**config.mk**
```make
export PLATFORM = sky130hd
export DESIGN_NAME = uart_pkt_framer
export DESIGN_NICKNAME = d
export VERILOG_FILES = /design/src/rtl/uart_pkt_pkg.sv /design/src/rtl/uart_pkt_framer_pkt_buf.sv /design/src/rtl/uart_pkt_framer.sv
export SDC_FILE = /design/constraint.sdc
export NUM_CORES = 1
export LEC_CHECK = 0
export CAP_MARGIN = 10
export CORE_UTILIZATION = 40
export CTS_CLUSTER_DIAMETER = 50
export DETAILED_ROUTE_END_ITERATION = 7
export SLEW_MARGIN = 0
export SYNTH_ARGS = -nofsm -noshare
export SYNTH_HDL_FRONTEND = slang
export SYNTH_SLANG_ARGS = --single-unit
```
**constraint.sdc**
```tcl
create_clock -name clk -period 2.6 [get_ports clk]
set_input_delay 0.26 -clock clk [delete_from_list [all_inputs] [get_ports clk]]
set_output_delay 0.26 -clock clk [all_outputs]
set_load 0.02 [all_outputs]
```
**src/rtl/uart_pkt_pkg.sv**
```systemverilog
// uart_pkt_pkg
// Shared definitions for the UART packet framer: framer FSM state encoding,
// header layout (byte offsets), header size and the reserved header byte.
// No ports; imported by uart_pkt_framer.
package uart_pkt_pkg;

    typedef enum logic [1:0] {
        ST_IDLE    = 2'd0,
        ST_HDR     = 2'd1,
        ST_PAYLOAD = 2'd2,
        ST_GAP     = 2'd3
    } state_t;

    localparam int         HDR_BYTES_C     = 4;
    localparam logic [7:0] RESERVED_BYTE_C = 8'h00;

    // Header byte offsets in transmit order.
    localparam logic [1:0] HDR_OPCODE_OFS_C = 2'd0;
    localparam logic [1:0] HDR_RSVD_OFS_C   = 2'd1;
    localparam logic [1:0] HDR_LEN_LO_OFS_C = 2'd2;
    localparam logic [1:0] HDR_LEN_HI_OFS_C = 2'd3;

    // Total frame length as carried in the LEN header field.
    function automatic logic [15:0] frame_len(input logic [15:0] payload_count);
        return 16'(HDR_BYTES_C) + payload_count;
    endfunction

endpackage

```
**src/rtl/uart_pkt_framer_pkt_buf.sv**
```systemverilog
// pkt_buf
// Linear payload buffer for one frame. Bytes are written in order from index 0
// and read back in the same order through a read index; clr rewinds both and
// empties the buffer. Storage itself is not reset.
// Ports:
//   clk, rst_n  clock, asynchronous active-low reset (pointers/count only)
//   wr_en       store wr_data at the write pointer (caller guarantees !full)
//   wr_data     byte to store
//   rd_adv      step the read index to the next byte
//   clr         rewind pointers, count back to 0 (wins over wr_en/rd_adv)
//   rd_data     byte at the read index
//   count       number of stored bytes
//   full        count == DEPTH_P
//   rd_last     read index points at the last stored byte
module pkt_buf #(
    parameter int  DATA_WIDTH_P = 8,
    parameter int  DEPTH_P      = 16,
    localparam int CW           = $clog2(DEPTH_P + 1)
) (
    input  logic                    clk,
    input  logic                    rst_n,
    input  logic                    wr_en,
    input  logic [DATA_WIDTH_P-1:0] wr_data,
    input  logic                    rd_adv,
    input  logic                    clr,
    output logic [DATA_WIDTH_P-1:0] rd_data,
    output logic [CW-1:0]           count,
    output logic                    full,
    output logic                    rd_last
);

    localparam int AW = (DEPTH_P > 1) ? $clog2(DEPTH_P) : 1;

    logic [DATA_WIDTH_P-1:0] mem [DEPTH_P];
    logic [CW-1:0]           wr_ptr_q;
    logic [CW-1:0]           rd_idx_q;
    logic [CW-1:0]           count_q;

    always_ff @(posedge clk) begin
        if (wr_en) begin
            mem[wr_ptr_q[AW-1:0]] <= wr_data;
        end
    end

    always_ff @(posedge clk or negedge rst_n) begin
        if (!rst_n) begin
            wr_ptr_q <= '0;
            rd_idx_q <= '0;
            count_q  <= '0;
        end else if (clr) begin
            wr_ptr_q <= '0;
            rd_idx_q <= '0;
            count_q  <= '0;
        end else begin
            if (wr_en) begin
                wr_ptr_q <= wr_ptr_q + CW'(1);
                count_q  <= count_q + CW'(1);
            end
            if (rd_adv) begin
                rd_idx_q <= rd_idx_q + CW'(1);
            end
        end
    end

    assign rd_data = mem[rd_idx_q[AW-1:0]];
    assign count   = count_q;
    assign full    = (count_q == CW'(DEPTH_P));
    // Only meaningful while count > 0 (the framer skips payload otherwise).
    assign rd_last = (rd_idx_q == (count_q - CW'(1)));

endmodule

```
**src/rtl/uart_pkt_framer.sv**
```systemverilog
// uart_pkt_framer
// Buffers payload bytes, then on start_i sends one frame to a UART transmitter:
// opcode, 0x00, LEN[7:0], LEN[15:8] (LEN = 4 + payload count), then the payload
// in write order, followed by GAP_CYCLES_P idle clocks.
// Ports:
//   clk, rst_n                   clock, asynchronous active-low reset
//   wr_data_i/wr_valid_i/wr_ready_o   payload write port (accepted only in IDLE)
//   opcode_i, start_i            frame request; opcode sampled on accepted start
//   busy_o                       frame (including gap) in progress
//   done_o                       one-cycle pulse when the FSM re-enters IDLE
//   err_o                        one-cycle pulse after a start_i seen while busy
//   m_axis_tdata/tvalid/tready   byte stream to the UART transmitter
//
// Handshake (both ports): a byte transfers on a rising edge where valid and
// ready are both high. Once m_axis_tvalid is high it stays high, with tdata
// unchanged, until that transfer happens.
module uart_pkt_framer
    import uart_pkt_pkg::*;
#(
    parameter int DATA_WIDTH_P = 8,
    parameter int DEPTH_P      = 16,
    parameter int GAP_CYCLES_P = 0
) (
    input  logic                    clk,
    input  logic                    rst_n,
    input  logic [DATA_WIDTH_P-1:0] wr_data_i,
    input  logic                    wr_valid_i,
    output logic                    wr_ready_o,
    input  logic [DATA_WIDTH_P-1:0] opcode_i,
    input  logic                    start_i,
    output logic                    busy_o,
    output logic                    done_o,
    output logic                    err_o,
    output logic [DATA_WIDTH_P-1:0] m_axis_tdata,
    output logic                    m_axis_tvalid,
    input  logic                    m_axis_tready
);

    localparam int CW       = $clog2(DEPTH_P + 1);
    localparam int GW       = (GAP_CYCLES_P > 1) ? $clog2(GAP_CYCLES_P) : 1;
    localparam int GAP_LAST = (GAP_CYCLES_P > 0) ? GAP_CYCLES_P - 1 : 0;

    state_t                  state_q, state_d;
    logic [1:0]              hdr_idx_q, hdr_idx_d;
    logic [GW-1:0]           gap_cnt_q, gap_cnt_d;
    logic [DATA_WIDTH_P-1:0] opcode_q;
    logic                    done_q, done_d;
    logic                    err_q, err_d;

    logic                    buf_wr_en;
    logic                    buf_rd_adv;
    logic                    buf_clr;
    logic [DATA_WIDTH_P-1:0] buf_rd_data;
    logic [CW-1:0]           buf_count;
    logic                    buf_full;
    logic                    buf_rd_last;

    logic                    start_ok;
    logic                    accept;
    logic                    frame_end;
    logic [15:0]             len;

    pkt_buf #(
        .DATA_WIDTH_P (DATA_WIDTH_P),
        .DEPTH_P      (DEPTH_P)
    ) u_pkt_buf (
        .clk     (clk),
        .rst_n   (rst_n),
        .wr_en   (buf_wr_en),
        .wr_data (wr_data_i),
        .rd_adv  (buf_rd_adv),
        .clr     (buf_clr),
        .rd_data (buf_rd_data),
        .count   (buf_count),
        .full    (buf_full),
        .rd_last (buf_rd_last)
    );

    assign wr_ready_o    = (state_q == ST_IDLE) && !buf_full;
    assign buf_wr_en     = wr_valid_i && wr_ready_o;
    assign start_ok      = start_i && (state_q == ST_IDLE);
    assign busy_o        = (state_q != ST_IDLE);
    assign done_o        = done_q;
    assign err_o         = err_q;
    assign m_axis_tvalid = (state_q == ST_HDR) || (state_q == ST_PAYLOAD);
    assign accept        = m_axis_tvalid && m_axis_tready;
    // Writes are blocked outside IDLE, so the count is frozen for the whole
    // frame and already includes a write that coincided with the start.
    assign len           = frame_len(16'(buf_count));

    always_comb begin
        m_axis_tdata = '0;
        case (state_q)
            ST_HDR: begin
                case (hdr_idx_q)
                    HDR_OPCODE_OFS_C: m_axis_tdata = opcode_q;
                    HDR_RSVD_OFS_C:   m_axis_tdata = DATA_WIDTH_P'(RESERVED_BYTE_C);
                    HDR_LEN_LO_OFS_C: m_axis_tdata = DATA_WIDTH_P'(len[7:0]);
                    default:          m_axis_tdata = DATA_WIDTH_P'(len[15:8]);
                endcase
            end
            ST_PAYLOAD: m_axis_tdata = buf_rd_data;
            default:    m_axis_tdata = '0;
        endcase
    end

    always_ff @(posedge clk or negedge rst_n) begin
        if (!rst_n) begin
            state_q   <= ST_IDLE;
            hdr_idx_q <= '0;
            gap_cnt_q <= '0;
            opcode_q  <= '0;
            done_q    <= 1'b0;
            err_q     <= 1'b0;
        end else begin
            state_q   <= state_d;
            hdr_idx_q <= hdr_idx_d;
            gap_cnt_q <= gap_cnt_d;
            done_q    <= done_d;
            err_q     <= err_d;
            if (start_ok) begin
                opcode_q <= opcode_i;
            end
        end
    end

    always_comb begin
        state_d    = state_q;
        hdr_idx_d  = hdr_idx_q;
        gap_cnt_d  = gap_cnt_q;
        done_d     = 1'b0;
        err_d      = busy_o && start_i;
        buf_rd_adv = 1'b0;
        buf_clr    = 1'b0;
        frame_end  = 1'b0;

        case (state_q)
            ST_IDLE: begin
                if (start_i) begin
                    state_d   = ST_HDR;
                    hdr_idx_d = HDR_OPCODE_OFS_C;
                end
            end
            ST_HDR: begin
                if (accept) begin
                    if (hdr_idx_q == HDR_LEN_HI_OFS_C) begin
                        if (buf_count != '0) begin
                            state_d = ST_PAYLOAD;
                        end else begin
                            frame_end = 1'b1;
                        end
                    end else begin
                        hdr_idx_d = hdr_idx_q + 2'd1;
                    end
                end
            end
            ST_PAYLOAD: begin
                if (accept) begin
                    buf_rd_adv = 1'b1;
                    if (buf_rd_last) begin
                        frame_end = 1'b1;
                    end
                end
            end
            ST_GAP: begin
                if (gap_cnt_q == GW'(GAP_LAST)) begin
                    state_d = ST_IDLE;
                    done_d  = 1'b1;
                    buf_clr = 1'b1;
                end else begin
                    gap_cnt_d = gap_cnt_q + GW'(1);
                end
            end
            default: state_d = ST_IDLE;
        endcase

        // Last byte of the frame just transferred: either idle out the gap or
        // finish now. The buffer is emptied on the same edge IDLE is entered.
        if (frame_end) begin
            if (GAP_CYCLES_P == 0) begin
                state_d = ST_IDLE;
                done_d  = 1'b1;
                buf_clr = 1'b1;
            end else begin
                state_d   = ST_GAP;
                gap_cnt_d = '0;
            end
        end
    end

endmodule

```
## After elaboration in Yosys (flattened, before gate mapping)

Memory sizes are Yosys's and may differ from the RTL's.
Cells that the tools add are included.

| word-level totals | value |
|---|---|
| bits in writable memories | 128 |
| logic and storage cells | 83 |
| bits in registers | 30 |
| input bits | 21 |
| memories | 1 |
| output and inout port bits | 13 |

| cells by class | value |
|---|---|
| equal/unequal tests | 16 |
| reductions and logical operators | 17 |
| mux-type cells | 33 |
| add/sub/neg operators | 7 |

Memories:

| memory | words | width | rd ports | clocked after memory_dff | wr ports | line | source |
|---|---|---|---|---|---|---|---|
| u_pkt_buf.mem | 16 | 8 | 1 | 0 | 1 | uart_pkt_framer_pkt_buf.sv:34 | `logic [DATA_WIDTH_P-1:0] mem [DEPTH_P];` |

Operator list:

| kind | count |
|---|---|
| two-way mux 5 bit | 6 |
| one-hot mux 8 bit (3 select lines) | 1 |
| two-way mux 2 bit | 9 |
| one-hot mux 8 bit (2 select lines) | 1 |
| adder 5 x 1 -> 5 bit, second input constant | 3 |
| two-way mux 1 bit | 13 |
| inequality test 3 bit, second input constant | 3 |
| equality test 2 bit, second input constant | 4 |
| nonzero test 2 bit | 4 |
| adder 3 x 5 -> 6 bit, first input constant | 1 |
| inequality test 2 bit, second input constant | 3 |
| inequality test 3 x 2 -> 1 bit, second input constant | 2 |
| one-hot mux 2 bit (3 select lines) | 1 |
| AND reduction 6 bit | 1 |
| equality test 5 bit | 1 |
| equality test 5 bit, second input constant | 1 |
| logical AND 1 bit | 5 |
| nonzero test 5 bit | 1 |
| subtractor 5 x 1 -> 5 bit, second input constant | 1 |
| equality test 2 x 1 -> 1 bit, second input constant | 2 |
| logical NOT 2 bit | 2 |
| one-hot mux 2 bit (2 select lines) | 1 |
| AND reduction 4 bit | 1 |
| nonzero test 4 bit | 1 |
| other kinds (5) | 5 |

## Longest topological paths before layout

Gate-level depths: netlist of the first run.

| logic depth | value |
|---|---|
| depth after elaboration | 7 |
| depth in mapped cells | 9 |
| depth with buffers taken out | 7 |

## Hierarchy

Synthesis of the first run repeated with hierarchy kept, for this count alone.

| unflattened totals | value |
|---|---|
| cells, all modules | 404 |
| area, all modules | 6,811.5 um^2 |

Modules (own cells, without submodules):

| module | area an instance (um^2) | seq. area each (um^2) | times used | cells an instance |
|---|---|---|---|---|
| pkt_buf | 5,803.1 | 4,194.0 | 1 | 303 |
| uart_pkt_framer | 1,008.5 | 350.3 | 1 | 101 |

## Worst setup path after synthesis of the first run

OpenSTA, ideal clock, no wires.

| timing path | value |
|---|---|
| kind | reg-to-reg |
| start | register state_q[0] |
| end | memory u_pkt_buf.mem[0][0], enable pin |
| path slack | 0.252 ns |
| stages on the path, launching flop included | 9 |
| library setup time | 0.383 ns |
| period minus slack after synthesis | 2.348 ns |
| arrival time | 1.965 ns |
| data required time | 2.217 ns |
| buffers on the path | 2 |
| path through | dfrtp_1 inv_1 ha_1 buf_2 and2_1 and2_1 buf_2 nand2_1 nor3_1 |

| on the way | value |
|---|---|
| longest elaborated chain between the ends | 5 |

Ends and longest elaborated chain:

| item | line | source |
|---|---|---|
| from (decl) | uart_pkt_framer.sv:43 | `state_t state_q, state_d;` |
| from (signal assigned) | uart_pkt_framer.sv:116 | `state_q <= state_d;` |
| logical NOT 2 bit | uart_pkt_framer.sv:79 | `assign wr_ready_o = (state_q == ST_IDLE) && !buf_full;` |
| logical AND 1 bit | uart_pkt_framer.sv:79 |  |
| logical AND 1 bit | uart_pkt_framer.sv:80 | `assign buf_wr_en = wr_valid_i && wr_ready_o;` |
| two-way mux 1 bit | uart_pkt_framer_pkt_buf.sv:40 | `if (wr_en) begin` |
| two-way mux 1 bit (not written as such) | uart_pkt_framer_pkt_buf.sv:41 | `mem[wr_ptr_q[AW-1:0]] <= wr_data;` |
| to (decl) | uart_pkt_framer_pkt_buf.sv:34 |  |

No other way between the ends.

## Worst setup path after layout of the first run

| timing path | value |
|---|---|
| start | register u_pkt_buf.rd_idx_q[1] |
| end | output port m_axis_tdata[4] |

| on the way | value |
|---|---|
| longest elaborated chain between the ends | 2 |

Ends and longest elaborated chain:

| item | line | source |
|---|---|---|
| from (decl) | uart_pkt_framer_pkt_buf.sv:36 | `logic [CW-1:0] rd_idx_q;` |
| from (signal assigned) | uart_pkt_framer_pkt_buf.sv:60 | `rd_idx_q <= rd_idx_q + CW'(1);` |
| memory read (16 x 8 bit) | - |  |
| one-hot mux 8 bit (2 select lines) | uart_pkt_framer.sv:93 | `case (state_q)` |
| to (decl) | uart_pkt_framer.sv:34 | `output logic [DATA_WIDTH_P-1:0] m_axis_tdata,` |

No other way between the ends.

==> impl_metrics.toml, run 1 <==
[run_status]
status = "finished, final reports clean"

[worst_setup_path]
crit_path_top_delay_cell = "dfrtp_4"
crit_path_end_kind = "output pin"
cp_max_fo = 36
crit_buf_inv = 3
setup.worst_path.start_class = "register"
critPathRequiredTime_ns = 2.34
crit_family = "buffers and inverters"
cp_cell_sequence = "buf_12, buf_4, mux2i_1, nand2_1, nand3_1, o211ai_1, dlymetal6s2s_1"
slowest_delay_ns = 0.55
crit_type = "reg2out"
cp_data_arrival_time_ns = 2.20

[route]
dr.first_iter.drc_count = 253
drt_pass1_iterations = 5
wl_per_cell_um = 20.0
drcViolationCount = 0
routed_via_density = 5.29
wirelength_um = 15200
vias = 4039
ant_nets = 0

[global_route]
grt-ovfl-total = 0
grtUsageTotal_pct = 18.5
grt_pass1_wl_um = 23700
grt_pass1_vias = 4226
grt_max_degree = 37
antenna_found_initial = 0

[synth]
ys_ff_latch = 156
synth_most_common_cell = "edfxtp_1"
synth_nets = 508
synth_commonest_cells = "128 x edfxtp_1, 58 x mux2i_1, 29 x nand2_1, 28 x dfrtp_1, 21 x a22oi_1"
syn_area_per_cell_um2 = 14.6
synth-edff-count = 128
synth_ff_type = "edfxtp_1"
synthDistinctLibCells = 41
ys_seq_area_share_pct = 66.4
netlist_instances = 469
yosysTopAreaCellShare_pct = 56.2
synth_top_area_cell = "edfxtp_1"
synth.area.top_cells = "edfxtp_1 56%, dfrtp_1 10%, mux2i_1 8.5%"
yosys_warnings = 0
synth-async-reset-ratio_pct = 17.9
syn_area_um2 = 6840

[final_layout]
finalNonFillerCells = 764
fillers = 1406
fin_area_um2 = 8200
drive_gt1_share_pct = 18.2
antennaDiodeCount = 0
syn2layout_area_growth_pct = 19.9
finalNetCount = 570

[timing]
finalHoldViolations = 0
fin_skew_ns = 0.0149
max_freq_mhz = 406
timing.setup.tns_ns = 0
rsz0062_at_grt = "false"
layout_worst_path_cycle_share_pct = 94.7
setup_violations = 0
fin_ws_ns = 0.137
slew_viol_final = 0
min_period_ns = 2.46
worstMarginPinSlew_ns = 0.624
relSlewSlack_pct = 58.4

[placement]
dp_hpwl_um = 10200
port_buffers = 33
place_inst = 729
pre_cts_slack_ns = -0.0414
dpl_cell_area_um2 = 7580
place_congestion = 0.810

[die]
fp.dieW_um = 133
coreArea_um2 = 16600
dieHeight_um = 133
io_pins = 34
num_rows = 47
die_area_um2 = 17600
start_util_pct = 41.1

[min_path]
hold_path_class = "in2async"

[clock_network]
tritoncts = "built"
ctsHoldBuffers = 0
cts_buffer_depth = 2
cts_num_sinks = 156
cts_buffers = 17
htreeDepth = 4
clk_pin_slew_ns = 0.06
cts-root-buf = "clkbuf_16"
clk_latency_ns = 0.43

[power_and_ir_drop]
p_leak_nw = 2.89
p_per_area_nw_per_um2 = 950
p_total_mw = 7.79
ir_worst_vdd_uv = 516

[job]
cap_violations = 0
[layout by cell type, fill, tap and decap left out, drive strengths merged, types with 18 or more instances in the layout]
master,n
inv,21
nand2,29
mux2i,58
clkbuf,22
ha,18
dfrtp,28
clkdlybuf4s50,25
buf,38
nor2,18
edfxtp,128
a22oi,21
[metrics by stage]
step	util [%]	hold WS, ns
6_report	49.3	0.235
3_5_place_dp	45.5	0.504
2_1_floorplan	-	-0.0356
4_1_cts	49.3	0.243
3_3_place_gp	45.5	0.499
5_1_grt	49.3	0.262
[path summary, 6_finish.rpt]
check	from	to	slack [ns]	cells past startpoint
worst max-delay path	u_pkt_buf.rd_idx_q[1]	m_axis_tdata[4]	0.14	7
worst min-delay path	rst_n	hdr_idx_q[1]	0.24	2
worst max register to register	u_pkt_buf.count[2]	u_pkt_buf.mem[7][7]	0.31	7
worst min register to register	opcode_q[6]	opcode_q[6]	0.52	1
max in group asynchronous	rst_n	u_pkt_buf.rd_idx_q[1]	2.03	2
min in group clk	opcode_i[6]	opcode_q[6]	0.44	2
[cell type report]
cell class	count	area (um^2)	share of cell area, %
tap	220	275	3.36
clock inverter	15	151	1.85
timing repair buffer	71	611	7.44
sequential	156	4550	55.4
clock buffer	17	425	5.19
multi-input combinational	272	2140	26.1
inverter	13	48.8	0.595
[layer usage]
metal | vias up | wire, um | GRT usage [%]
li1 | 1909 | - | -
met1 | 2029 | 6710 | 23.4
met2 | 82 | 7640 | 31.0
met3 | 19 | 618 | 4.29
met4 | 0 | 280 | 6.83
met5 | - | 0 | 0
[what timing repair did]
action | CTS | global route
pin swaps | 1 | 0
setup endpoints to repair | 8 | 8
setup buffers | 3 | 0
resized for setup | 15 | 14
[power by group]
part	switching, mW	internal [mW]	leakage, nW
Combinational	1.32	0.937	1.10
Clock	1.06	1.35	0.280
Sequential	0.188	2.94	1.51
[state kept, by name, indices dropped and copies added (netlist names)]
signal	flops
err_o	1
u_pkt_buf.count	5
u_pkt_buf.rd_idx_q	5
u_pkt_buf.mem	128
u_pkt_buf.wr_ptr_q	4
opcode_q	8
hdr_idx_q	2
state_q	2
done_o	1
[logic make-up after synthesis]
| kind of cell | after synthesis | synth area share, % |
|---|---|---|
| muxes | 70 | 11.1 |
| DFF | 156 | 66.4 |
| and+or+nand+nor | 111 | 8.40 |
| buffers and inverters | 41 | 2.84 |
| adders and majority gates | 18 | 3.29 |
| AOI/OAI and AO/OA | 54 | 5.49 |
| xor gates and xnor gates | 19 | 2.43 |
Power figures use the tool's default switching activity.
==> inputs of run 2 (changes only) <==
--- a/config.mk
+++ b/config.mk
@@ -5,11 +5,10 @@
 export SDC_FILE = /design/constraint.sdc
 export NUM_CORES = 1
 export LEC_CHECK = 0
-export CAP_MARGIN = 10
+export CAP_MARGIN = 20
 export CORE_UTILIZATION = 40
 export CTS_CLUSTER_DIAMETER = 50
 export DETAILED_ROUTE_END_ITERATION = 7
-export SLEW_MARGIN = 0
 export SYNTH_ARGS = -nofsm -noshare
 export SYNTH_HDL_FRONTEND = slang
 export SYNTH_SLANG_ARGS = --single-unit
==> results of run 2 <==
Final layout, timing and power as in run 1 (identical DEF).
